[src/rtl/dds_pkg.sv]
// Shared definitions for the dds block and its configuration loader.
package dds_pkg;

  localparam int DDS_SIG_WIDTH = 16;
  localparam int DDS_ADDR_W    = 9;
  localparam logic [DDS_ADDR_W-1:0] DDS_IDLE_ADDR = 9'h1FF;

  // FIFO select codes on the dds address port
  localparam logic [1:0] THETAS = 2'd0;
  localparam logic [1:0] DELTAS = 2'd1;
  localparam logic [1:0] AMPLS  = 2'd2;

  typedef enum logic [2:0] {
    ST_IDLE    = 3'd0,
    ST_CLEAR   = 3'd1,
    ST_LOAD_TH = 3'd2,
    ST_LOAD_DE = 3'd3,
    ST_LOAD_AM = 3'd4,
    ST_RUN     = 3'd5
  } dds_ld_state_t;

  // FIFO code targeted by a loading state
  function automatic logic [1:0] field_of(dds_ld_state_t s);
    case (s)
      ST_LOAD_DE: field_of = DELTAS;
      ST_LOAD_AM: field_of = AMPLS;
      default:    field_of = THETAS;
    endcase
  endfunction

endpackage

[src/rtl/dds_loader.sv]
// Streams one frame of channel parameters (thetas, deltas, amplitudes) into the
// dds circulating FIFOs, then holds the dds in run mode.
module dds_loader
  import dds_pkg::*;
#(
  parameter int SIG_WIDTH = DDS_SIG_WIDTH,
  parameter int N_CH      = 8,
  parameter int ADDR_W    = DDS_ADDR_W,
  parameter logic [ADDR_W-1:0] IDLE_ADDR = ADDR_W'(DDS_IDLE_ADDR)
) (
  input  logic                 clk,
  input  logic                 a_rst_n,
  input  logic                 i_load_req,
  input  logic                 i_stop,
  input  logic [SIG_WIDTH-1:0] s_axis_tdata,
  input  logic                 s_axis_tvalid,
  output logic                 s_axis_tready,
  input  logic                 s_axis_tlast,
  output logic                 o_dds_rst,
  output logic                 o_dds_start,
  output logic [ADDR_W-1:0]    o_dds_addrs,
  output logic [SIG_WIDTH-1:0] o_dds_fifo_data,
  output logic                 o_busy,
  output logic                 o_running,
  output logic                 o_err
);

  localparam int CNT_W = (N_CH > 1) ? $clog2(N_CH) : 1;
  localparam logic [CNT_W-1:0] CNT_LAST = CNT_W'(N_CH - 1);

  dds_ld_state_t        state_q, state_d;
  logic [CNT_W-1:0]     cnt_q, cnt_d;
  logic                 rst_q, rst_d;
  logic                 start_q, start_d;
  logic [ADDR_W-1:0]    addrs_q, addrs_d;
  logic [SIG_WIDTH-1:0] data_q, data_d;
  logic                 err_q, err_d;

  logic loading, hs, final_word;

  assign loading    = (state_q == ST_LOAD_TH) || (state_q == ST_LOAD_DE) ||
                      (state_q == ST_LOAD_AM);
  assign hs         = s_axis_tvalid && loading;
  assign final_word = (state_q == ST_LOAD_AM) && (cnt_q == CNT_LAST);

  // Next-state and next-output logic; dds outputs default to "no write, no reset"
  always_comb begin
    state_d = state_q;
    cnt_d   = cnt_q;
    rst_d   = 1'b0;
    start_d = 1'b0;
    addrs_d = IDLE_ADDR;
    data_d  = data_q;
    err_d   = err_q;
    case (state_q)
      ST_IDLE: begin
        if (i_load_req) begin
          state_d = ST_CLEAR;
          err_d   = 1'b0;
        end
      end
      ST_CLEAR: begin
        state_d = ST_LOAD_TH;
        cnt_d   = '0;
        rst_d   = 1'b1;
      end
      ST_LOAD_TH, ST_LOAD_DE, ST_LOAD_AM: begin
        if (i_stop) begin
          // abort: wipe the partially filled FIFOs
          state_d = ST_IDLE;
          cnt_d   = '0;
          rst_d   = 1'b1;
        end else if (hs) begin
          if (s_axis_tlast != final_word) begin
            // framing error: swallow the word, do not write it
            state_d = ST_IDLE;
            cnt_d   = '0;
            rst_d   = 1'b1;
            err_d   = 1'b1;
          end else begin
            addrs_d = ADDR_W'(field_of(state_q));
            data_d  = s_axis_tdata;
            if (cnt_q == CNT_LAST) begin
              cnt_d = '0;
              case (state_q)
                ST_LOAD_TH: state_d = ST_LOAD_DE;
                ST_LOAD_DE: state_d = ST_LOAD_AM;
                default:    state_d = ST_RUN;
              endcase
            end else begin
              cnt_d = cnt_q + 1'b1;
            end
          end
        end
      end
      ST_RUN: begin
        if (i_load_req) begin
          state_d = ST_CLEAR;
          err_d   = 1'b0;
        end else if (i_stop) begin
          state_d = ST_IDLE;
        end else begin
          // registered, so start rises only after the last write was presented
          start_d = 1'b1;
        end
      end
      default: begin
        state_d = ST_IDLE;
        cnt_d   = '0;
      end
    endcase
  end

  // State and registered output stage
  always_ff @(posedge clk or negedge a_rst_n) begin
    if (!a_rst_n) begin
      state_q <= ST_IDLE;
      cnt_q   <= '0;
      rst_q   <= 1'b0;
      start_q <= 1'b0;
      addrs_q <= IDLE_ADDR;
      data_q  <= '0;
      err_q   <= 1'b0;
    end else begin
      state_q <= state_d;
      cnt_q   <= cnt_d;
      rst_q   <= rst_d;
      start_q <= start_d;
      addrs_q <= addrs_d;
      data_q  <= data_d;
      err_q   <= err_d;
    end
  end

  assign s_axis_tready   = loading;
  assign o_busy          = loading || (state_q == ST_CLEAR);
  assign o_dds_rst       = rst_q;
  assign o_dds_start     = start_q;
  assign o_running       = start_q;
  assign o_dds_addrs     = addrs_q;
  assign o_dds_fifo_data = data_q;
  assign o_err           = err_q;

endmodule

[config.mk]
export PLATFORM = sky130hd
export DESIGN_NAME = dds_loader
export DESIGN_NICKNAME = d
export VERILOG_FILES = /design/src/rtl/dds_pkg.sv /design/src/rtl/dds_loader.sv
export SDC_FILE = /design/constraint.sdc
export NUM_CORES = 1
export LEC_CHECK = 0
export ABC_AREA = 0
export ABC_CLOCK_PERIOD_IN_PS = 3830
export BUFFER_PORTS_ARGS = -buffer_cell sky130_fd_sc_hd__buf_2
export CORE_ASPECT_RATIO = 1.25
export CORE_UTILIZATION = 52
export CTS_CLUSTER_DIAMETER = 50
export CTS_CLUSTER_SIZE = 25
export DETAILED_ROUTE_END_ITERATION = 8
export PLACE_DENSITY = 0.83
export SLEW_MARGIN = 20
export SYNTH_ARGS = -nofsm -noshare
export SYNTH_HDL_FRONTEND = slang
export SYNTH_SLANG_ARGS = --single-unit
export TNS_END_PERCENT = 20
[constraint.sdc]
create_clock -name clk -period 3.83 [get_ports clk]
set_clock_uncertainty 0.15 [all_clocks]
set_input_delay 0.383 -clock clk [delete_from_list [all_inputs] [get_ports clk]]
set_output_delay 0.383 -clock clk [all_outputs]
set_load 0.05 [all_outputs]
==> reports/metrics.yaml, run 1 <==
timing.critical_path.arrival_ns: 2.41
worst_ir_drop_vdd_v: 0.000507
grt_first_pass_wirelength_um: 4700
power.share.sequential: 0.348
die_h_um: 61.6
period_needed_ns: 2.35
synth-warning-count: 0
synth_edf_count: 0
total_wire_length_after_detailed_routing_um: 2940
pwr_total_w: 0.00147
startpoint: "cnt_q[0]"
layout.cells.non_filler: 203
place_inst: 198
row_count: 21
register_to_register_path_setup_slack_ns: 1.48
antenna_found_initial: 0
drive_above_1_share: 0.420
viasPerCell: 5.47
clock_path_buffers: 2
vias: 1110
rsz0062_at_grt: "no"
period_share: 0.614
setup.worst_path.end: "o_dds_fifo_data[1]"
remaining_overflow_grt: 0
clock_tree_from_tritoncts: "built"
maximum_capacitance_violations: 0
iteration_0_drc_markers: 17
cp_max_fo: 18
synthesis.nets: 151
antenna_violating_nets_post_route: 0
insertedDiodeCount: 0
number_of_different_library_cells_in_the_post_synthesis_netlist: 44
worst-r2r-cell-count: 6
post-cts-setup-buffer-count: 0
cp-start-kind: "flop"
clock_power_share: 0.082
p_switching_w: 0.000762
outcome: "completed"
effective_utilization_at_floorplan: 0.550
gr-usage-all-layers: 0.200
timing.final.hold_violations: 0
fp.coreArea_um2: 2680
p_leak_nw: 0.877
power.internal_w: 0.000704
end_kind: "flop"
maximum_number_of_pins_on_one_net_before_global_route_repair: 29
timing_worst_setup_path_type: "reg2reg"
min-delay-path-class: "in2reg"
die_outline_area_um2: 3060
floorplan.io_pins: 53
synthCells: 127
setup_viol_count_final: 0
critical_r2r_capture: "o_dds_fifo_data[1]"
dieWidth_um: 49.6
postSynthAreaPerCell_um2: 11.6
num-nets-final: 194
clock_tree.root_cell: "sky130_fd_sc_hd__clkbuf_4"
power.combinational.fraction: 0.570
area.growth.synth_to_final_pct: 16.7
max_slew_margin: 0.596
synth-main-ff-cell: "sky130_fd_sc_hd__dfrtp_1"
ys_seq_area_frac: 0.478
clock_sink_count: 28
powerDensity_nw_per_um2: 852
ctsHtreeMaxLevel: 1
cts_buffers: 3
finalSetupTns_ns: 0
detailed_place_hpwl_um: 2210
r2r-start: "cnt_q[0]"
p_sw_frac: 0.520
drc_errors: 0
drv_slew: 0
first_global_vias: 1010
place_congestion: 0.922
numPortBuffers: 52
synth_area_um2: 1480
firstDrtPassIters: 4
worst_slew_pin_slew_ns: 0.606
synth_async_sr_flop_share: 1.00
clock_transition_at_path_regs_ns: 0.14
wl_per_cell_um: 14.5
required_ns: 3.89
fmax_mhz: 425
clk_latency_ns: 0.31
synth_seq_cells: 28
==> layout make-up <==
class                   count  area [µm²]
clock buffers               4        26.3
fillers                   220         958
inverters                   3        11.3
multi-input cells          81         667
flip-flops and latches     28         704
well taps                  34        42.5
repair buffers             53         270
==> layer usage <==
metal | track usage | wire length (µm) | vias up | share of wire
li1 | - | - | 529 | -
met1 | 0.262 | 1260 | 527 | 0.43
met2 | 0.340 | 1460 | 50 | 0.50
met3 | 0.0296 | 189 | 4 | 0.064
met4 | 0.0694 | 31 | 0 | 0.011
met5 | 0 | 0 | - | 0
==> cells in the final DEF, fill, tap and decap left out, types with 2 or more instances in the layout <==
cell | netlist | routed
sky130_fd_sc_hd__buf_2 | 2 | 52
sky130_fd_sc_hd__dfrtp_1 | 25 | 25
sky130_fd_sc_hd__nand2_1 | 11 | 11
sky130_fd_sc_hd__mux2_4 | 8 | 8
sky130_fd_sc_hd__mux2_1 | 8 | 8
sky130_fd_sc_hd__nor2_1 | 7 | 7
sky130_fd_sc_hd__inv_1 | 3 | 3
sky130_fd_sc_hd__nand2b_1 | 3 | 3
sky130_fd_sc_hd__a21oi_1 | 3 | 3
sky130_fd_sc_hd__o31ai_1 | 3 | 3
sky130_fd_sc_hd__o21ai_1 | 3 | 3
sky130_fd_sc_hd__nor3_1 | 3 | 3
sky130_fd_sc_hd__clkbuf_4 | 0 | 3
sky130_fd_sc_hd__dfstp_2 | 3 | 3
sky130_fd_sc_hd__xor2_1 | 2 | 2
sky130_fd_sc_hd__nand3_1 | 2 | 2
sky130_fd_sc_hd__nor4b_1 | 2 | 2
sky130_fd_sc_hd__ha_1 | 2 | 2
==> stage by stage <==
step	cell area, µm²	hold slack, ns	worst slack (ns)	utilization
final	1720	0.119	1.48	0.642
after global routing	1720	0.102	1.36	0.642
after CTS	1720	0.112	1.46	0.642
after detailed placement	1690	0.277	1.49	0.629
after global placement	1690	0.262	1.60	0.629
after floorplan	1480	-0.0626	1.64	-
==> cell usage after synthesis, types with 2 or more instances <==
| cell | count | share of area |
|---|---|---|
| sky130_fd_sc_hd__a21oi_1 | 3 | 0.010 |
| sky130_fd_sc_hd__ha_1 | 2 | 0.017 |
| sky130_fd_sc_hd__buf_4 | 7 | 0.036 |
| sky130_fd_sc_hd__nor4b_1 | 2 | 0.012 |
| sky130_fd_sc_hd__o31ai_1 | 3 | 0.015 |
| sky130_fd_sc_hd__dfstp_2 | 3 | 0.053 |
| sky130_fd_sc_hd__xor2_1 | 2 | 0.012 |
| sky130_fd_sc_hd__nand2_1 | 11 | 0.028 |
| sky130_fd_sc_hd__nand3_1 | 2 | 0.0068 |
| sky130_fd_sc_hd__nand2b_1 | 3 | 0.013 |
| sky130_fd_sc_hd__mux2_1 | 8 | 0.061 |
| sky130_fd_sc_hd__nor2_1 | 7 | 0.018 |
| sky130_fd_sc_hd__clkbuf_1 | 5 | 0.013 |
| sky130_fd_sc_hd__nor3_1 | 3 | 0.010 |
| sky130_fd_sc_hd__dfrtp_1 | 25 | 0.42 |
| sky130_fd_sc_hd__o21ai_1 | 3 | 0.010 |
| sky130_fd_sc_hd__mux2_4 | 8 | 0.081 |
| sky130_fd_sc_hd__inv_1 | 3 | 0.0076 |
| sky130_fd_sc_hd__buf_2 | 2 | 0.0068 |
==> power groups by stage <==
| stage | Combinational, W | Sequential (W) | Clock [W] |
|---|---|---|---|
| floorplan | 0.000354 | 0.000825 | 0 |
| global placement | 0.000824 | 0.000506 | 0 |
| detailed placement | 0.000838 | 0.000518 | 0 |
| CTS | 0.000841 | 0.000512 | 0.000123 |
| global route | 0.000880 | 0.000530 | 0.000137 |
| finish | 0.000836 | 0.000511 | 0.000120 |
==> worst max-delay path, cell delays in order, from the launching register on <==
cell	delay, ns
sky130_fd_sc_hd__dfrtp_1	0.43
sky130_fd_sc_hd__ha_1	0.20
sky130_fd_sc_hd__ha_1	0.23
sky130_fd_sc_hd__xor2_1	0.23
sky130_fd_sc_hd__o41ai_4	0.38
sky130_fd_sc_hd__nand2_4	0.25
sky130_fd_sc_hd__mux2_1	0.38
==> logic make-up after synthesis <==
kind of cell,count (synthesis),share of synthesized area
DFF,28,0.478
xor gates and xnor gates,3,0.0178
and+or+nand+nor,37,0.148
muxes,17,0.149
buffers and inverters,18,0.0704
AOI/OAI and AO/OA,22,0.120
adders and majority gates,2,0.0170
==> flip-flops by register name, indices dropped and copies added (netlist names) <==
name / cells
o_dds_rst: 1
o_dds_fifo_data: 16
state_q: 3
o_dds_start: 1
cnt_q: 3
o_err: 1
o_dds_addrs: 3
==> worst min path at each step <==
stage	startpoint	endpoint	depth (start not counted)
finish	s_axis_tdata[7]	o_dds_fifo_data[7]	2
global route	s_axis_tdata[2]	o_dds_fifo_data[2]	2
CTS	s_axis_tdata[7]	o_dds_fifo_data[7]	2
detailed placement	a_rst_n	o_dds_fifo_data[4]	1
global placement	a_rst_n	o_dds_fifo_data[0]	1
floorplan	a_rst_n	cnt_q[0]	0
==> timing repair <==
action                                 CTS  global route
endpoints found under the hold margin   25             0
resized for setup                        0             0
hold buffers                             1             0
Note: power is estimated with default switching activity, not from simulation.
==> inputs of run 2 (changes only) <==
--- a/config.mk
+++ b/config.mk
@@ -5,15 +5,15 @@
 export SDC_FILE = /design/constraint.sdc
 export NUM_CORES = 1
 export LEC_CHECK = 0
-export ABC_AREA = 0
-export ABC_CLOCK_PERIOD_IN_PS = 3830
+export ABC_AREA = 1
+export ABC_CLOCK_PERIOD_IN_PS = 2300
 export BUFFER_PORTS_ARGS = -buffer_cell sky130_fd_sc_hd__buf_2
 export CORE_ASPECT_RATIO = 1.25
-export CORE_UTILIZATION = 52
+export CORE_UTILIZATION = 48
 export CTS_CLUSTER_DIAMETER = 50
 export CTS_CLUSTER_SIZE = 25
 export DETAILED_ROUTE_END_ITERATION = 8
-export PLACE_DENSITY = 0.83
+export PLACE_DENSITY = 0.79
 export SLEW_MARGIN = 20
 export SYNTH_ARGS = -nofsm -noshare
 export SYNTH_HDL_FRONTEND = slang
==> constraint.sdc (replaced) <==
create_clock -name clk -period 2.3 [get_ports clk]
set_clock_uncertainty 0.15 [all_clocks]
set_input_delay 0.23 -clock clk [delete_from_list [all_inputs] [get_ports clk]]
set_output_delay 0.23 -clock clk [all_outputs]
set_load 0.05 [all_outputs]
==> run 2 against run 1 <==
  * Count of clock-buffer cells in the layout shrank 1
  * Worst hold slack improved by 0.015 ns
  * Register-to-register slack got worse by 1.2 ns
  * Design area is 7.0% higher
  * Combinational power grew 72%
  * Sequential share of layout area fell by 2.7 points
  * Worst setup slack lost 1.2 ns
  * First-iteration DRC count grew to 3.4 times the previous value
  * Flip-flop and latch count did not move
  * Die area up 0.94%
  * Highest routed layer unchanged
  * Utilization up 3.8 points
  * Critical path depth stayed put
==> reports/metrics.yaml, run 2 <==
detailed_place_hpwl_um: 2170
synth-main-ff-cell: "sky130_fd_sc_hd__dfrtp_1"
cell_with_the_most_instances_after_synthesis: "sky130_fd_sc_hd__nand2_1"
clk_latency_ns: 0.33
power.share.sequential: 0.312
synthCells: 164
firstDrtPassIters: 4
largest_register_ffs: 16
cp_max_fo: 8
rsz0062_at_grt: "no"
setup_viol_count_final: 0
clock_transition_at_path_regs_ns: 0.15
drc_errors: 0
post-synth-top-area-cell: "sky130_fd_sc_hd__dfrtp_1"
clock_path_buffers: 2
viasPerCell: 5.04
die_outline_area_um2: 3080
worst_min_delay_path_startpoint: "i_stop"
synthTopCellsByCount: "55 x sky130_fd_sc_hd__nand2_1, 26 x sky130_fd_sc_hd__nand3_1, 25 x sky130_fd_sc_hd__dfrtp_1, 11 x sky130_fd_sc_hd__inv_1, 9 x sky130_fd_sc_hd__buf_4"
path_cells: "nor2_2, nand2_1, nand2_4, inv_2, nand2_1, buf_2"
p_leak_nw: 1.01
drive_above_1_share: 0.303
outcome: "completed"
startpoint: "state_q[0]"
finalSetupTns_ns: 0
timing.final.hold_violations: 0
pwr_total_w: 0.00257
synth_edf_count: 0
end_kind: "primary output"
powerDensity_nw_per_um2: 1390
worst_slew_pin_slew_ns: 0.615
max_slew_margin: 0.590
timing_worst_setup_path_type: "reg2out"
clock_power_share: 0.127
post-cts-setup-buffer-count: 0
worst_path_most_repeated_cell: "sky130_fd_sc_hd__nand2_1"
worst_ir_drop_vdd_v: 0.000882
mostFrequentLayoutCell: "sky130_fd_sc_hd__nand2_1"
worst_path_max_delay_cell: "sky130_fd_sc_hd__dfrtp_1"
synth_async_sr_flop_share: 1.00
iteration_0_drc_markers: 57
p_switching_w: 0.00138
period_needed_ns: 2.01
wl_per_cell_um: 12.8
row_count: 21
antenna_found_initial: 0
yosys_top_cell_area_share: 0.455
first_global_vias: 1199
fmax_mhz: 497
dieWidth_um: 49.9
power.combinational.fraction: 0.562
clock_tree_from_tritoncts: "built"
max_stage_delay_ns: 0.46
numPortBuffers: 52
clock_sink_count: 28
drv_slew: 0
required_ns: 1.92
synth_seq_cells: 28
synth-warning-count: 0
vias: 1321
maximum_capacitance_violations: 0
effective_utilization_at_floorplan: 0.508
synth_top_cells_by_area: "sky130_fd_sc_hd__dfrtp_1 45%, sky130_fd_sc_hd__nand2_1 15%, sky130_fd_sc_hd__nand3_1 9.5%"
synthesis.nets: 188
insertedDiodeCount: 0
clock_tree.root_cell: "sky130_fd_sc_hd__clkbuf_4"
gr-usage-all-layers: 0.236
floorplan.io_pins: 53
antenna_violating_nets_post_route: 0
ys_seq_area_frac: 0.512
die_h_um: 61.8
r2r-start: "cnt_q[0]"
place_inst: 239
layout_common_cells: "55 x sky130_fd_sc_hd__nand2_1, 52 x sky130_fd_sc_hd__buf_2, 26 x sky130_fd_sc_hd__nand3_1"
place_congestion: 0.805
postSynthAreaPerCell_um2: 8.38
grt_first_pass_wirelength_um: 5310
remaining_overflow_grt: 0
min-delay-path-class: "in2reg"
number_of_different_library_cells_in_the_post_synthesis_netlist: 21
period_share: 0.876
synth_area_um2: 1380
cp-start-kind: "flop"
num-nets-final: 253
fp.coreArea_um2: 2710
power.internal_w: 0.00119
timing.critical_path.arrival_ns: 1.63
total_wire_length_after_detailed_routing_um: 3350
maximum_number_of_pins_on_one_net_before_global_route_repair: 29
area.growth.synth_to_final_pct: 33.9
p_sw_frac: 0.537
post_cts_resized: 0
fin_worst_hold_slack_ns: 0.134
layout.cells.non_filler: 262
cts_buffers: 3
ctsHtreeMaxLevel: 1
-- run 2: path summary, 6_finish.rpt --
check | to | slack [ns] | cells after the start
max in group asynchronous | state_q[1] | 1.32 | 2
setup reg to reg | o_dds_fifo_data[13] | 0.31 | 8
min in group asynchronous | cnt_q[2] | 0.27 | 2
hold / removal | state_q[0] | 0.13 | 6
setup / recovery | o_busy | 0.29 | 6
hold reg to reg | o_dds_fifo_data[8] | 0.33 | 2
-- run 2: metal layers --
metal  global-route usage  vias to the layer above  wire [µm]
li1                     -                      644          -
met1                0.279                      615       1340
met2                0.423                       53       1790
met3               0.0268                        9        134
met4                0.139                        0         83
met5                    0                        -          0
-- run 2: what timing repair did --
action,CTS,global route
hold buffers,19,0
endpoints found under the hold margin,42,0
setup endpoints to repair,0,0
-- run 2: power groups by stage --
| stage | Combinational [W] | Clock, W | Sequential, W |
|---|---|---|---|
| after global placement | 0.00140 | 0 | 0.000804 |
| after floorplan | 0.000542 | 0 | 0.00136 |
| after detailed placement | 0.00141 | 0 | 0.000808 |
| after CTS | 0.00144 | 0.000328 | 0.000797 |
| final | 0.00144 | 0.000325 | 0.000799 |
| after global routing | 0.00155 | 0.000354 | 0.000820 |
-- run 2: cell families after synthesis --
family | Yosys count | synth area share
fa+ha+maj | 2 | 0.0182
flops | 28 | 0.512
buf+inv | 24 | 0.0955
simple gates | 101 | 0.341
compound gates | 9 | 0.0328
-- run 2: area by class of cell --
class,count,area [µm²]
clock buffer,3,22.5
fill,222,865
tap,34,42.5
clock inverter,1,30.0
timing repair buffer,72,458
sequential,28,704
multi-input combinational,112,539
inverter,12,45.0
-- run 2: stage by stage --
step / area, µm² / setup slack, ns / utilization
floorplan: 1380 / 0.596 / -
global placement: 1600 / 0.436 / 0.591
detailed placement: 1600 / 0.360 / 0.591
CTS: 1840 / 0.286 / 0.681
global route: 1840 / 0.168 / 0.681
finish: 1840 / 0.286 / 0.681
-- run 2: critical path, delay by kind of cell, from the launching register on --
family        cells  cell delay, ns
flops             1            0.46
simple gates      4            0.51
buf+inv           2            0.33
